===== src/rtl/sha3_msg_feeder_pkg.sv =====
// Shared constants, state encoding and byte-lane helper for the SHA3-256 message feeder.
// Byte k of a rate block sits at the MSB end of the block vector.
package sha3_pkg;

  localparam int         RATE_BYTES_256 = 136;
  localparam logic [7:0] SHA3_DS        = 8'h06;
  localparam logic [7:0] PAD_LAST       = 8'h80;

  typedef enum logic [1:0] {
    FILL        = 2'd0,
    SEND        = 2'd1,
    WAIT_NEXT   = 2'd2,
    WAIT_DIGEST = 2'd3
  } feeder_state_e;

  function automatic int unsigned byte_lsb(input int unsigned rate_bytes, input int unsigned k);
    return 8 * (rate_bytes - 1 - k);
  endfunction

endpackage


===== src/rtl/sha3_msg_feeder_if.sv =====
// Byte-stream source side and SHA3TOP block-input side of the feeder, bundled as one bus.
interface sha3_msg_feeder_if
  import sha3_pkg::*;
#(
  parameter int RATE_BYTES = RATE_BYTES_256
);
  logic [7:0]              s_data;
  logic                    s_valid;
  logic                    s_last;
  logic                    s_ready;
  logic [8*RATE_BYTES-1:0] in_data;
  logic                    in_valid;
  logic                    more;
  logic                    hash_next;
  logic                    out_valid;
  logic                    busy;

  modport master (
    input  s_data, s_valid, s_last, hash_next, out_valid,
    output s_ready, in_data, in_valid, more, busy
  );

  modport slave (
    output s_data, s_valid, s_last, hash_next, out_valid,
    input  s_ready, in_data, in_valid, more, busy
  );
endinterface


===== src/rtl/sha3_msg_feeder_assembler.sv =====
// Rate-block register: byte writes, in-place pad OR-in, standalone pad block and clear.
module sha3_block_assembler
  import sha3_pkg::*;
#(
  parameter int         RATE_BYTES = RATE_BYTES_256,
  parameter logic [7:0] DS_BYTE    = SHA3_DS
) (
  input  logic                    clk,
  input  logic                    rst_n,
  input  logic                    clr_i,
  input  logic                    pad_blk_i,
  input  logic                    wr_i,
  input  logic                    pad_i,
  input  logic [7:0]              idx_i,
  input  logic [7:0]              byte_i,
  output logic [8*RATE_BYTES-1:0] blk_o
);

  logic [8*RATE_BYTES-1:0] blk_q, blk_d;
  logic [7:0]              idx_nxt;

  assign idx_nxt = idx_i + 8'd1;

  always_comb begin
    blk_d = blk_q;
    if (clr_i) begin
      blk_d = '0;
    end else if (pad_blk_i) begin
      blk_d = '0;
      blk_d[byte_lsb(RATE_BYTES, 0) +: 8]              = DS_BYTE;
      blk_d[byte_lsb(RATE_BYTES, RATE_BYTES - 1) +: 8] = PAD_LAST;
    end else if (wr_i) begin
      for (int unsigned k = 0; k < RATE_BYTES; k++) begin
        if (idx_i == 8'(k)) blk_d[byte_lsb(RATE_BYTES, k) +: 8] = byte_i;
      end
      // Register is zero past the write pointer, so OR-ing the pad equals writing it;
      // the 0x80 goes last so a pad at the penultimate byte merges into 0x86.
      if (pad_i) begin
        for (int unsigned k = 0; k < RATE_BYTES; k++) begin
          if (idx_nxt == 8'(k)) blk_d[byte_lsb(RATE_BYTES, k) +: 8] |= DS_BYTE;
        end
        blk_d[byte_lsb(RATE_BYTES, RATE_BYTES - 1) +: 8] |= PAD_LAST;
      end
    end
  end

  always_ff @(posedge clk or negedge rst_n) begin
    if (!rst_n) blk_q <= '0;
    else        blk_q <= blk_d;
  end

  assign blk_o = blk_q;

endmodule


===== src/rtl/sha3_msg_feeder.sv =====
// Packs a byte stream into SHA3-256 rate blocks with padding and paces them into SHA3TOP.
//
// state       | meaning
// FILL        | accepting message bytes into the block register
// SEND        | one-cycle in_valid strobe, more = pend_more
// WAIT_NEXT   | more=1 block issued; waiting for hash_next
// WAIT_DIGEST | final block issued; waiting for out_valid
module sha3_msg_feeder
  import sha3_pkg::*;
#(
  parameter int         RATE_BYTES = RATE_BYTES_256,
  parameter logic [7:0] DS_BYTE    = SHA3_DS
) (
  input logic               clk,
  input logic               rst_n,
  sha3_msg_feeder_if.master bus
);

  localparam logic [7:0] LAST_IDX = 8'(RATE_BYTES - 1);

  feeder_state_e state_q, state_d;
  logic [7:0]    cnt_q, cnt_d;
  logic          pend_more_q, pend_more_d;
  logic          pad_block_q, pad_block_d;
  logic          wr_en, pad_en, pad_blk_en, clr_en;
  logic [8*RATE_BYTES-1:0] blk;

  always_ff @(posedge clk or negedge rst_n) begin
    if (!rst_n) begin
      state_q     <= FILL;
      cnt_q       <= 8'd0;
      pend_more_q <= 1'b0;
      pad_block_q <= 1'b0;
    end else begin
      state_q     <= state_d;
      cnt_q       <= cnt_d;
      pend_more_q <= pend_more_d;
      pad_block_q <= pad_block_d;
    end
  end

  always_comb begin
    state_d     = state_q;
    cnt_d       = cnt_q;
    pend_more_d = pend_more_q;
    pad_block_d = pad_block_q;
    wr_en       = 1'b0;
    pad_en      = 1'b0;
    pad_blk_en  = 1'b0;
    clr_en      = 1'b0;
    unique case (state_q)
      FILL: begin
        if (bus.s_valid) begin
          wr_en = 1'b1;
          if (cnt_q == LAST_IDX) begin
            // Full block; a message ending exactly here still owes a pad-only block.
            state_d     = SEND;
            cnt_d       = 8'd0;
            pend_more_d = 1'b1;
            pad_block_d = bus.s_last;
          end else if (bus.s_last) begin
            pad_en      = 1'b1;
            state_d     = SEND;
            cnt_d       = 8'd0;
            pend_more_d = 1'b0;
            pad_block_d = 1'b0;
          end else begin
            cnt_d = cnt_q + 8'd1;
          end
        end
      end
      SEND: begin
        state_d = pend_more_q ? WAIT_NEXT : WAIT_DIGEST;
      end
      WAIT_NEXT: begin
        if (bus.hash_next) begin
          if (pad_block_q) begin
            pad_blk_en  = 1'b1;
            pad_block_d = 1'b0;
            pend_more_d = 1'b0;
            state_d     = SEND;
          end else begin
            clr_en  = 1'b1;
            cnt_d   = 8'd0;
            state_d = FILL;
          end
        end
      end
      WAIT_DIGEST: begin
        if (bus.out_valid) begin
          clr_en  = 1'b1;
          cnt_d   = 8'd0;
          state_d = FILL;
        end
      end
      default: state_d = FILL;
    endcase
  end

  assign bus.s_ready  = (state_q == FILL);
  assign bus.in_valid = (state_q == SEND);
  assign bus.more     = (state_q == SEND) && pend_more_q;
  assign bus.busy     = (state_q != FILL) || (cnt_q != 8'd0);
  assign bus.in_data  = blk;

  sha3_block_assembler #(
    .RATE_BYTES (RATE_BYTES),
    .DS_BYTE    (DS_BYTE)
  ) u_asm (
    .clk       (clk),
    .rst_n     (rst_n),
    .clr_i     (clr_en),
    .pad_blk_i (pad_blk_en),
    .wr_i      (wr_en),
    .pad_i     (pad_en),
    .idx_i     (cnt_q),
    .byte_i    (bus.s_data),
    .blk_o     (blk)
  );

endmodule


===== src/flat_wrapper.sv =====
// flat-port wrapper written by rule: the top's interface ports become plain ports
module sha3_msg_feeder_flat import sha3_pkg::*;
#(
  parameter int         RATE_BYTES = RATE_BYTES_256,
  parameter logic [7:0] DS_BYTE    = SHA3_DS
)
  (clk, rst_n, bus_s_data, bus_s_valid, bus_s_last, bus_hash_next, bus_out_valid, bus_s_ready, bus_in_data, bus_in_valid, bus_more, bus_busy);
  sha3_msg_feeder_if #(.RATE_BYTES(RATE_BYTES)) bus_i ();
  input logic clk;
  input logic rst_n;
  input wire logic [$bits(bus_i.s_data)-1:0] bus_s_data;
  input wire logic [$bits(bus_i.s_valid)-1:0] bus_s_valid;
  input wire logic [$bits(bus_i.s_last)-1:0] bus_s_last;
  input wire logic [$bits(bus_i.hash_next)-1:0] bus_hash_next;
  input wire logic [$bits(bus_i.out_valid)-1:0] bus_out_valid;
  output wire logic [$bits(bus_i.s_ready)-1:0] bus_s_ready;
  output wire logic [$bits(bus_i.in_data)-1:0] bus_in_data;
  output wire logic [$bits(bus_i.in_valid)-1:0] bus_in_valid;
  output wire logic [$bits(bus_i.more)-1:0] bus_more;
  output wire logic [$bits(bus_i.busy)-1:0] bus_busy;
  assign bus_i.s_data = bus_s_data;
  assign bus_i.s_valid = bus_s_valid;
  assign bus_i.s_last = bus_s_last;
  assign bus_i.hash_next = bus_hash_next;
  assign bus_i.out_valid = bus_out_valid;
  assign bus_s_ready = bus_i.s_ready;
  assign bus_in_data = bus_i.in_data;
  assign bus_in_valid = bus_i.in_valid;
  assign bus_more = bus_i.more;
  assign bus_busy = bus_i.busy;
  sha3_msg_feeder #(.RATE_BYTES(RATE_BYTES), .DS_BYTE(DS_BYTE)) u_core (.clk(clk), .rst_n(rst_n), .bus(bus_i));
endmodule

===== config.mk =====
export PLATFORM = sky130hd
export DESIGN_NAME = sha3_msg_feeder_flat
export DESIGN_NICKNAME = d
export VERILOG_FILES = /design/src/rtl/sha3_msg_feeder_pkg.sv /design/src/rtl/sha3_msg_feeder_if.sv /design/src/rtl/sha3_msg_feeder_assembler.sv /design/src/rtl/sha3_msg_feeder.sv /design/src/flat_wrapper.sv
export SDC_FILE = /design/constraint.sdc
export NUM_CORES = 2
export LEC_CHECK = 0
export BUFFER_PORTS_ARGS = -buffer_cell sky130_fd_sc_hd__buf_2
export CAP_MARGIN = 10
export CORE_AREA = 2 2 425 427
export DETAILED_ROUTE_END_ITERATION = 12
export DIE_AREA = 0 0 427 429
export MAX_ROUTING_LAYER = met4
export SYNTH_ARGS = -nofsm -noshare
export SYNTH_HDL_FRONTEND = slang
export SYNTH_SLANG_ARGS = --single-unit
export TNS_END_PERCENT = 10

===== constraint.sdc =====
create_clock -name clk -period 6.1 [get_ports clk]
set_input_delay 0.305 -clock clk [delete_from_list [all_inputs] [get_ports clk]]
set_output_delay 0.305 -clock clk [all_outputs]
set_load 0.005 [all_outputs]

==> metrics.md <==
| Metric | Value |
|---|---|
| Cell variety after synth | `74` |
| Worst reg2reg path endpoint | `u_core.u_asm.blk_o[258]$_DFFE_PN0P_` |
| Post-DR wirelength/cell | `approximately 29 um` |
| GRT Overall Usage | `0.2683` |
| CTS tree | `yes` |
| Post-synth top area share | `0.5753` |
| Clock tree buffer depth | `3` |
| Post-synthesis register bit count | `1100` |
| CP arrival | `4500 ps` |
| Area leader, netlist | `dfrtp_1` |
| WS Path Type | `reg -> reg` |
| Type of origin of the critical path | `register` |
| Pre-Repair DR Iteration Count | `6` |
| Layout cells sized above 1 | `0.2537` |
| Area grow syn2layout | `25.92%` |
| Die height | `around 430 um` |
| CTS root buf | `clkbuf_16` |
| Status | `finished clean` |
| Final period utilization | `0.6235` |
| Synth Area per Inst | `just over 9 um^2` |
| Syn Nets | `5136` |
| Width of the die | `427 um` |
| Most frequent cells after synthesis | `1142 x nand2_1, 1100 x dfrtp_1, 746 x a21oi_1` |
| Final setup fails | `0` |
| Detail Route Antenna Nets | `0` |
| Ranking of synthesized cells by area | `dfrtp_1 58%, nand2_1 9.0%, a21oi_1 7.8%` |
| Max-Slew Margin vs Limit | `0.03559` |
| Starting DRT DRC Count | `5550` |
| Mapped cell area | `47840 um^2` |
| Via/cell ratio | `5.445` |
| Sequential Power Share | `0.406` |
| Post-route setup slack | `2297 ps` |
| Post-synth EDFFs | `0` |
| Post-CTS Setup Bufs | `0` |
| PortBufs | `between 1000 and 1500` |
| Fin. max-slew vios | `0` |
| Cells on worst reg2reg path | `5` |
| Top-count cell post-synth | `nand2_1` |
| CP max FO | `38` |
| Htree depth | `4` |
| HP Class | `in -> async` |
| RSZ-0062 raised after global routing | `false` |
| YS warnings | `0` |
| Synth Flop Type | `dfrtp_1` |
| Register area share after synthesis | `0.5753` |
| Leak | `29.10 nW` |
| Comb pwr share | `0.142` |
| First-pass GRT wire length | `342600 um` |
| Setup TNS | `0 ps` |
| Flop-to-flop setup slack | `2300 ps` |
| Peak VDD IR | `311.0 uV` |
| Vias in the first global route | `43500` |
| PwrDens | `between 300 and 400 nW/um^2` |
| Initial Util | `0.2687` |
| CORE AREA | `178000 um^2` |
| Post-Route WL | `between 200000 and 250000 um` |
| Post-CTS Hold Fix Bufs | `12` |
| Initial antenna violation count | `8` |
| Critical path required time | `6800 ps` |
| Hold Vio Cnt, Final | `0` |
| Worst slew pin tran | `1447 ps` |
| FF-to-FF Start | `u_core.cnt_q[2]$_DFFE_PN0P_` |
| Clock skew | `29.36 ps` |
| Num CTS Buffers | `130` |
| Clk slew on worst S/H paths | `about 60 ps` |
| Max Cap Violations | `0` |
| Post-CTS sizing | `0` |
| GP Congestion | `0.9243` |
| NetSw | `a little under 6 mW` |
| Clk sink count | `between 1000 and 1500` |
| Vias | `46100` |
| Sw frac | `0.3108` |
| Row count | `~160` |
| Async set-reset flop share out of synthesis | `1.000` |
| Internal | `12.81 mW` |
| Placement Setup Slack | `about 2300 ps` |
| Worst skew pair latency | `830 ps` |
| Clock period minus worst slack | `3803 ps` |
| Final #Nets | `~6000` |
| Die ar. | `183200 um^2` |
| Largest net degree at the start of global routing | `about 210` |
| DPL Wire Length | `173000 um` |
| Boundary Pins | `1106` |
| Drc violations | `0` |
| Clock share of power | `0.452` |
| Crit. End Element | `register` |
| Synth Instances | `5117` |
| Grt ovf | `0` |
| Fmax | `between 200 and 300 MHz` |
-- per-layer routing --
metal / part of all wire / wire [um] / global-route usage
met5: 0 / 0 / -
met4: 0.067 / 16640 / 0.1525
met3: 0.088 / 21740 / 0.06858
met2: 0.46 / 113300 / 0.4092
met1: 0.39 / 95030 / 0.3211
-- per-stage QoR --
stage / hold slack, ps / std cells / utilization / power (mW) / instance area [um^2]
floorplan: 9.409 / 5117 / - / 9.096 / 47840
global placement: 370.4 / 8204 / 0.3118 / 10.22 / 55510
detailed placement: 379.2 / 8205 / 0.3119 / 10.25 / 55520
CTS: 57.95 / 8450 / 0.3381 / 18.64 / 60190
global route: 128.1 / 8458 / 0.3383 / 19.12 / 60230
finish: 81.57 / 8466 / 0.3384 / 18.59 / 60250
-- power by group through the flow --
stage               logic, mW  clock network (mW)  registers [mW]
floorplan                1.46                   0            7.63
global placement         2.56                   0            7.66
detailed placement       2.58                   0            7.67
CTS                      2.60                8.50            7.54
global route             2.77                8.79            7.55
finish                   2.65                8.40            7.54
-- worst max path at each step --
| stage | from | to | depth (start not counted) |
|---|---|---|---|
| after global routing | u_core.cnt_q[2]$_DFFE_PN0P_ | u_core.u_asm.blk_o[193]$_DFFE_PN0P_ | 6 |
| final | u_core.cnt_q[2]$_DFFE_PN0P_ | u_core.u_asm.blk_o[258]$_DFFE_PN0P_ | 5 |
| after detailed placement | u_core.cnt_q[0]$_DFFE_PN0P_ | u_core.u_asm.blk_o[305]$_DFFE_PN0P_ | 6 |
| after global placement | u_core.cnt_q[0]$_DFFE_PN0P_ | u_core.u_asm.blk_o[306]$_DFFE_PN0P_ | 6 |
| after floorplan | u_core.cnt_q[1]$_DFFE_PN0P_ | u_core.u_asm.blk_o[177]$_DFFE_PN0P_ | 9 |
| after CTS | u_core.cnt_q[2]$_DFFE_PN0P_ | u_core.u_asm.blk_o[258]$_DFFE_PN0P_ | 5 |
-- cells in the final DEF (no fill, tap or decap), types with 5 or more instances in the layout --
cell	instances
a211o_1	5
a21oi_1	746
a221o_1	220
a22oi_1	22
a31oi_1	5
and2_1	14
and3_1	95
buf_12	13
buf_2	1098
buf_4	84
buf_6	8
bufinv_16	15
clkbuf_1	26
clkbuf_16	131
clkbuf_8	25
clkinv_2	15
dfrtp_1	1100
diode_2	14
dlygate4sd3_1	12
ha_1	5
inv_1	7
inv_6	7
mux2i_1	74
nand2_1	1134
nand2_2	24
nand2b_1	6
nand3_1	265
nand3b_1	8
nor2_1	252
nor2_2	42
nor2_4	19
nor2b_1	5
nor3_1	90
o211ai_1	25
o21ai_0	379
or2_2	7
-- sequential cells by signal, summed over array words and instances, names as in the netlist --
| name | cells |
|---|---|
| u_core.cnt_q | 8 |
| u_core.pad_block_q | 1 |
| u_core.pend_more_q | 1 |
| u_core.u_asm.blk_o | 1088 |
| u_core.state_q | 2 |
-- cell families after synthesis --
| group | synth area share |
|---|---|
| XOR/XNOR | 0.0001831 |
| flip-flops | 0.5753 |
| buffers and inverters | 0.04161 |
| AND/OR/NAND/NOR | 0.1864 |
| adder cells (fa/ha/maj) | 0.001308 |
| AO/OA/AOI/OAI | 0.1792 |
| multiplexers | 0.01595 |
-- critical path: stages, from the launching register on --
cell and delay, ps:
dfrtp_1 1070, nand3b_2 650, nor2_4 800, nand2_1 520, and3_1 350, a221o_1 260
-- cell type report --
class                      instances  area [um^2]
fill                           18270       117800
clock buffer                     182         3720
sequential                      1100        27530
multi-input combinational       3541        18550
clock inverter                    51        827.0
tap                             2355         2947
timing repair buffer            1216         6611
antenna                           14        35.03
inverter                           7        26.28
No activity file was read; power rests on OpenSTA's default activity.
